$ cat config.mk
export PLATFORM = sky130hd
export DESIGN_NAME = envelope_follower
export DESIGN_NICKNAME = d
export VERILOG_FILES = /design/src/rtl/envelope_follower_pkg.sv /design/src/rtl/envelope_follower_tick_gen.sv /design/src/rtl/envelope_follower.sv
export SDC_FILE = /design/constraint.sdc
export NUM_CORES = 1
export LEC_CHECK = 0
export CAP_MARGIN = 20
export CORE_UTILIZATION = 55
export CTS_CLUSTER_DIAMETER = 100
export DETAILED_ROUTE_END_ITERATION = 10
export GPL_ROUTABILITY_DRIVEN = 0
export GPL_TIMING_DRIVEN = 0
export PLACE_DENSITY = 0.78
export SYNTH_ARGS = -nofsm -noshare
export SYNTH_HDL_FRONTEND = slang
export SYNTH_SLANG_ARGS = --single-unit
$ cat constraint.sdc
create_clock -name clk -period 11.9 [get_ports clk]
set_input_delay 3.57 -clock clk [delete_from_list [all_inputs] [get_ports clk]]
set_output_delay 3.57 -clock clk [all_outputs]
set_load 0.02 [all_outputs]
$ cat src/rtl/envelope_follower_pkg.sv
// Shared types and helpers for the envelope follower: gate FSM encoding,
// envelope width and the saturating rectifier.
package envelope_follower_pkg;

    localparam int ENV_W = 6;

    typedef enum logic [1:0] {
        GATE_IDLE = 2'd0,
        GATE_ON   = 2'd1,
        GATE_HOLD = 2'd2
    } gate_state_t;

    // |x| clamped to 2^(w-1)-1, then reduced to its top ENV_W magnitude bits.
    function automatic logic [ENV_W-1:0] sat_mag6(input logic signed [31:0] x, input int unsigned w);
        logic [31:0] lim;
        logic [31:0] m;
        lim = (32'd1 << (w - 1)) - 32'd1;
        m   = x[31] ? 32'(-x) : 32'(x);
        if (m > lim) m = lim;
        return ENV_W'(m >> (w - 1 - ENV_W));
    endfunction

endpackage

$ cat src/rtl/envelope_follower_tick_gen.sv
// Free-running divider producing a one-cycle tick every TICK_DIV clocks.
module tick_gen #(
    parameter int TICK_DIV = 50000
) (
    input  logic clk,
    input  logic reset,
    output logic tick
);
    localparam int CW = (TICK_DIV > 1) ? $clog2(TICK_DIV) : 1;

    logic [CW-1:0] cnt;

    assign tick = (cnt == CW'(TICK_DIV - 1));

    always_ff @(posedge clk) begin
        if (!reset)    cnt <= '0;
        else if (tick) cnt <= '0;
        else           cnt <= cnt + 1'b1;
    end

endmodule

$ cat src/rtl/envelope_follower.sv
// Envelope follower: rectify, window-peak, slew-limited envelope per tick and a
// hysteresis/hold gate. Optional DC blocker enabled by ENV_FOLLOWER_DC_BLOCK_EN.
module envelope_follower
    import envelope_follower_pkg::*;
#(
    parameter int DATA_W   = 16,
    parameter int TICK_DIV = 50000,
    parameter int DC_SHIFT = 8
) (
    input  logic                     clk,
    input  logic                     reset,
    input  logic                     sample_valid,
    input  logic signed [DATA_W-1:0] sample_in,
    input  logic [ENV_W-1:0]         attack_rate,
    input  logic [ENV_W-1:0]         release_rate,
    input  logic [ENV_W-1:0]         thr_on,
    input  logic [ENV_W-1:0]         thr_off,
    input  logic [ENV_W-1:0]         hold_ticks,
    output logic [ENV_W-1:0]         env_level,
    output logic                     gate_out,
    output logic                     gate_rise
);
    logic                     tick;
    logic signed [DATA_W-1:0] rect_in;
    logic                     rect_valid;
    logic [ENV_W-1:0]         mag6, peak, peak_in, env_next;
    logic [ENV_W:0]           up, dn, att7, rel7;
    gate_state_t              state, state_next;
    logic [ENV_W-1:0]         hold_cnt, hold_next, thr_offe;
    logic                     rise_next;

    tick_gen #(.TICK_DIV(TICK_DIV)) u_tick (
        .clk   (clk),
        .reset (reset),
        .tick  (tick)
    );

`ifdef ENV_FOLLOWER_DC_BLOCK_EN
    localparam int IW = DATA_W + 2;
    localparam logic signed [IW-1:0] Y_MAX = IW'((2 ** (DATA_W - 1)) - 1);
    localparam logic signed [IW-1:0] Y_MIN = -IW'(2 ** (DATA_W - 1));

    logic signed [IW-1:0]     x_prev, y_prev, y_raw;
    logic signed [DATA_W-1:0] y_sat, dc_y;
    logic                     dc_valid;

    always_comb begin
        y_raw = IW'(sample_in) - x_prev + y_prev - (y_prev >>> DC_SHIFT);
        if (y_raw > Y_MAX)      y_sat = Y_MAX[DATA_W-1:0];
        else if (y_raw < Y_MIN) y_sat = Y_MIN[DATA_W-1:0];
        else                    y_sat = y_raw[DATA_W-1:0];
    end

    // The filtered sample is registered, so the rectifier sees it one cycle late.
    always_ff @(posedge clk) begin
        if (!reset) begin
            x_prev   <= '0;
            y_prev   <= '0;
            dc_y     <= '0;
            dc_valid <= 1'b0;
        end else begin
            dc_valid <= sample_valid;
            if (sample_valid) begin
                x_prev <= IW'(sample_in);
                y_prev <= IW'(y_sat);
                dc_y   <= y_sat;
            end
        end
    end

    assign rect_in    = dc_y;
    assign rect_valid = dc_valid;
`else
    assign rect_in    = sample_in;
    assign rect_valid = sample_valid;
`endif

    assign mag6 = sat_mag6(32'(rect_in), DATA_W);

    // A sample landing on the tick cycle still belongs to the closing window.
    always_comb begin
        peak_in  = (rect_valid && mag6 > peak) ? mag6 : peak;
        up       = {1'b0, peak_in} - {1'b0, env_level};
        dn       = {1'b0, env_level} - {1'b0, peak_in};
        att7     = {1'b0, attack_rate};
        rel7     = {1'b0, release_rate};
        env_next = env_level;
        if (peak_in > env_level)
            env_next = ENV_W'({1'b0, env_level} + ((up < att7) ? up : att7));
        else if (peak_in < env_level)
            env_next = ENV_W'({1'b0, env_level} - ((dn < rel7) ? dn : rel7));
    end

    always_ff @(posedge clk) begin
        if (!reset) begin
            env_level <= '0;
            peak      <= '0;
        end else if (tick) begin
            env_level <= env_next;
            peak      <= '0;
        end else begin
            peak      <= peak_in;
        end
    end

    assign thr_offe = (thr_off < thr_on) ? thr_off : thr_on;

    always_comb begin
        state_next = state;
        hold_next  = hold_cnt;
        rise_next  = 1'b0;
        case (state)
            GATE_IDLE: if (env_level >= thr_on) begin
                state_next = GATE_ON;
                rise_next  = 1'b1;
            end
            GATE_ON: if (env_level < thr_offe) begin
                state_next = GATE_HOLD;
                hold_next  = hold_ticks;
            end
            GATE_HOLD: begin
                if (env_level >= thr_on)  state_next = GATE_ON;
                else if (tick) begin
                    if (hold_cnt == '0)   state_next = GATE_IDLE;
                    else                  hold_next  = hold_cnt - 1'b1;
                end
            end
            default: state_next = GATE_IDLE;
        endcase
    end

    always_ff @(posedge clk) begin
        if (!reset) begin
            state     <= GATE_IDLE;
            hold_cnt  <= '0;
            gate_out  <= 1'b0;
            gate_rise <= 1'b0;
        end else begin
            state     <= state_next;
            hold_cnt  <= hold_next;
            gate_out  <= (state_next != GATE_IDLE);
            gate_rise <= rise_next;
        end
    end

endmodule

==> flow_metrics.env <==
export IMPL_outcome="finished with violations"
export IMPL_failed_checks="DRC"
export IMPL_final_util_pct=71.2
export IMPL_crit_path_max_fanout=10
export IMPL_crit_path_top_delay_cell="or4_1"
export IMPL_endpoint_kind="register"
export IMPL_crit_path_max_incr_delay_ps=510
export IMPL_grt_util_all_layers_pct=25.2
export IMPL_post_drt_via_cell_ratio=5.74
export IMPL_tmin_final_ps=11200
export IMPL_synthesis_instances=488
export IMPL_dieWidth_um=84.5
export IMPL_firstDrtPassIters=8
export IMPL_hold_path_class="reg2reg"
export IMPL_ys_top_cells_by_area="dfxtp_1, ha_1, nor2_1, inv_1, a21oi_1"
export IMPL_finalPower_mw=0.521
export IMPL_totalNegativeSetupSlack_ps=0
export IMPL_post_synth_num_cell_types=58
export IMPL_synth_top_cell_area_share_pct=20.3
export IMPL_worst_setup_hold_path_clk_slew_ps=80
export IMPL_cts_sinks=38
export IMPL_post_layout_instance_count_excluding_filler_cells=628
export IMPL_async_reset_ff_share_pct=0
export IMPL_final_min_period_over_clock_period_pct=94.1
export IMPL_critical_path_required_ps=12120
export IMPL_clock_insertion_delay_worst_skew_ps=290
export IMPL_cp_data_arrival_time_ps=11410
export IMPL_most_frequently_used_flop_master_after_synthesis="dfxtp_1"
export IMPL_finalWorstSetupSlack_ps=704
export IMPL_ys_warnings_count=0
export IMPL_critical_path_class="in2reg"
export IMPL_timing_final_setup_violations=0
export IMPL_placed_cells=621
export IMPL_rsz_0062_raised_after_global_routing="false"
export IMPL_grt_antenna_before_repair=0
export IMPL_fin_skew_ps=7.71
export IMPL_layout_cell_area_non_filler_sq_um=4600
export IMPL_dr_first_iter_drc_count=127
export IMPL_seq_area_frac_synth_pct=20.3
export IMPL_cell_type_contributing_the_most_total_cell_area_after_synthesis="dfxtp_1"
export IMPL_vias_in_the_first_global_route=3466
export IMPL_synth_edff_count=0
export IMPL_dieArea_sq_um=7140
export IMPL_timing_critical_path_mode_cell="ha_1"
export IMPL_vdd_ir_drop_worst_uv=109
export IMPL_avgSynthCellArea_sq_um=7.67
export IMPL_place_hpwl_um=6890
export IMPL_largest_net_degree_at_the_start_of_global_routing=13
export IMPL_boundaryPins=57
export IMPL_final_layout_size_suffix_gt1_share_pct=5.81
export IMPL_coreArea_sq_um=6460
export IMPL_post_cts_setup_buffers=0
export IMPL_slew_viol_final=0
export IMPL_clockRootBuffer="clkbuf_8"
export IMPL_route_detailed_wl_per_inst_um=13.7
export IMPL_achievable_frequency_mhz=89.3
export IMPL_place_port_buffers=56
export IMPL_cap_viol_max_count=0
export IMPL_route_vias_total=3607
export IMPL_hold_viol_final=0
export IMPL_placed_area_sq_um=4400
export IMPL_syn_area_sq_um=3740
export IMPL_ys_ff_latch=38
export IMPL_mappedNetlistNets=593
export IMPL_grt_first_pass_wirelength_um=14900
export IMPL_path_delay_family="simple AND/OR/NAND/NOR gates"
export IMPL_nNetsFinal=655
export IMPL_initial_util_pct=58.0
export IMPL_fin_hold_ws_ps=459
export IMPL_antenna_left=0
export IMPL_areaGrowthSynthToFinish_pct=22.8
export IMPL_cts_buffers_inserted=5
export IMPL_global_route_overflow_total=0
export IMPL_worst_r2r_setup_slack_ps=5540
export IMPL_power_density_nw_per_um2=113
export IMPL_drc=5
export IMPL_htree_levels=2
export IMPL_path_buf_inv=3
export IMPL_tightest_slew_ps=499
export IMPL_cts_root_to_sink_buffers=2
export IMPL_power_leakage_nw=2.06
export IMPL_number_of_core_rows=29
export IMPL_wl_um=8620
export IMPL_floorplan_die_height_um=84.5
export IMPL_maxSlewHeadroom_pct=66.4
export IMPL_cts_tree="done"
export IMPL_timing_critical_path_from_type="primary input"
export IMPL_antenna_cells_inserted=0
export IMPL_pre_cts_slack_ps=-35.2
## cells by family (layout without fill, tap and decap cells)
| kind of cell | count (synthesis) | in the layout | share of synthesized area (%) |
|---|---|---|---|
| flip-flops | 38 | 38 | 20.3 |
| AND/OR/NAND/NOR | 169 | 169 | 21.8 |
| buffers and inverters | 68 | 131 | 7.32 |
| XOR/XNOR | 28 | 28 | 6.55 |
| multiplexers | 14 | 14 | 3.74 |
| adder cells (fa/ha/maj) | 56 | 56 | 19.3 |
| AO/OA/AOI/OAI | 115 | 115 | 21.0 |
## layer usage
metal | vias to the layer above | GRT usage, % | wire length [um]
met5 | - | 0 | 0
met4 | 0 | 8.17 | 171
met3 | 20 | 3.44 | 370
met2 | 95 | 45.0 | 4100
met1 | 1649 | 31.3 | 3980
li1 | 1843 | - | -
## sequential cells by signal (all words and copies together) (netlist names)
signal / count
env_level: 6
gate_out: 1
gate_rise: 1
hold_cnt: 6
peak: 6
state: 2
u_tick.cnt: 16
## cell usage in the layout, fill, tap and decap left out, types with 3 or more instances in the layout
cell	n
nand2_1	34
fa_1	3
o21a_1	5
ha_1	53
a21oi_2	3
nor2_1	61
a21boi_1	3
o211ai_1	7
mux2i_1	14
clkbuf_8	6
xor2_1	12
nand4_1	5
nor2b_1	3
buf_2	3
dfxtp_1	38
a31o_1	3
a211oi_1	6
inv_1	54
a21oi_1	27
xnor2_1	14
a21o_1	10
o21ai_0	9
and3_1	9
o21ai_2	3
o31ai_1	3
clkbuf_1	6
o21ai_1	8
or3_1	6
a211o_1	3
nor3_1	13
a31oi_1	5
nand2b_1	7
nand3_1	18
clkdlybuf4s50_1	56
## what timing repair did
item                       CTS  global route
hold buffers                 0             0
gates resized for setup      0            15
hold endpoints to repair     0             0
setup endpoints to repair    0             3
## worst register-to-register path, delay by kind of cell (launching register included)
| family | cells | cell delay, ps |
|---|---|---|
| simple gates | 6 | 1280 |
| buf+inv | 3 | 470 |
| flops | 1 | 310 |
| mux | 2 | 400 |
| fa+ha+maj | 5 | 1650 |
| xor+xnor | 1 | 240 |
| compound gates | 13 | 1930 |
## path summary, 6_finish.rpt
path                                 start                   endpoint  cells past startpoint
setup reg to reg        peak[1]$_SDFF_PP0_  env_level[5]$_SDFFE_PN0P_                     30
setup / recovery              sample_in[2]  env_level[5]$_SDFFE_PN0P_                     36
hold reg to reg   u_tick.cnt[0]$_SDFF_PP0_   u_tick.cnt[0]$_SDFF_PP0_                      1
hold / removal    u_tick.cnt[0]$_SDFF_PP0_   u_tick.cnt[0]$_SDFF_PP0_                      1
## Yosys cell counts (10+ instances only)
library cell  number
ha_1              53
a21oi_1           31
xor2_1            13
a21o_1            10
mux2i_1           14
xnor2_1           15
nand2_1           34
nor2_1            61
o21ai_1           10
inv_1             54
nand3_1           18
nor3_1            13
dfxtp_1           38
## power breakdown
| part | leakage [nW] | internal (mW) | switching, mW | total (mW) |
|---|---|---|---|---|
| logic | 1.68 | 0.114 | 0.139 | 0.253 |
| clock network | 0.0714 | 0.0895 | 0.0470 | 0.136 |
| registers | 0.308 | 0.130 | 0.00146 | 0.132 |
## area by class of cell
type	count	area, sq um
clock inverter	2	60.1
multi-input combinational	382	2770
clock buffer	6	82.6
tap	77	96.3
fill	539	1860
sequential	38	761
timing repair buffer	56	561
inverter	54	203
buffer	13	70.1
(Power assumes the default switching activity.)
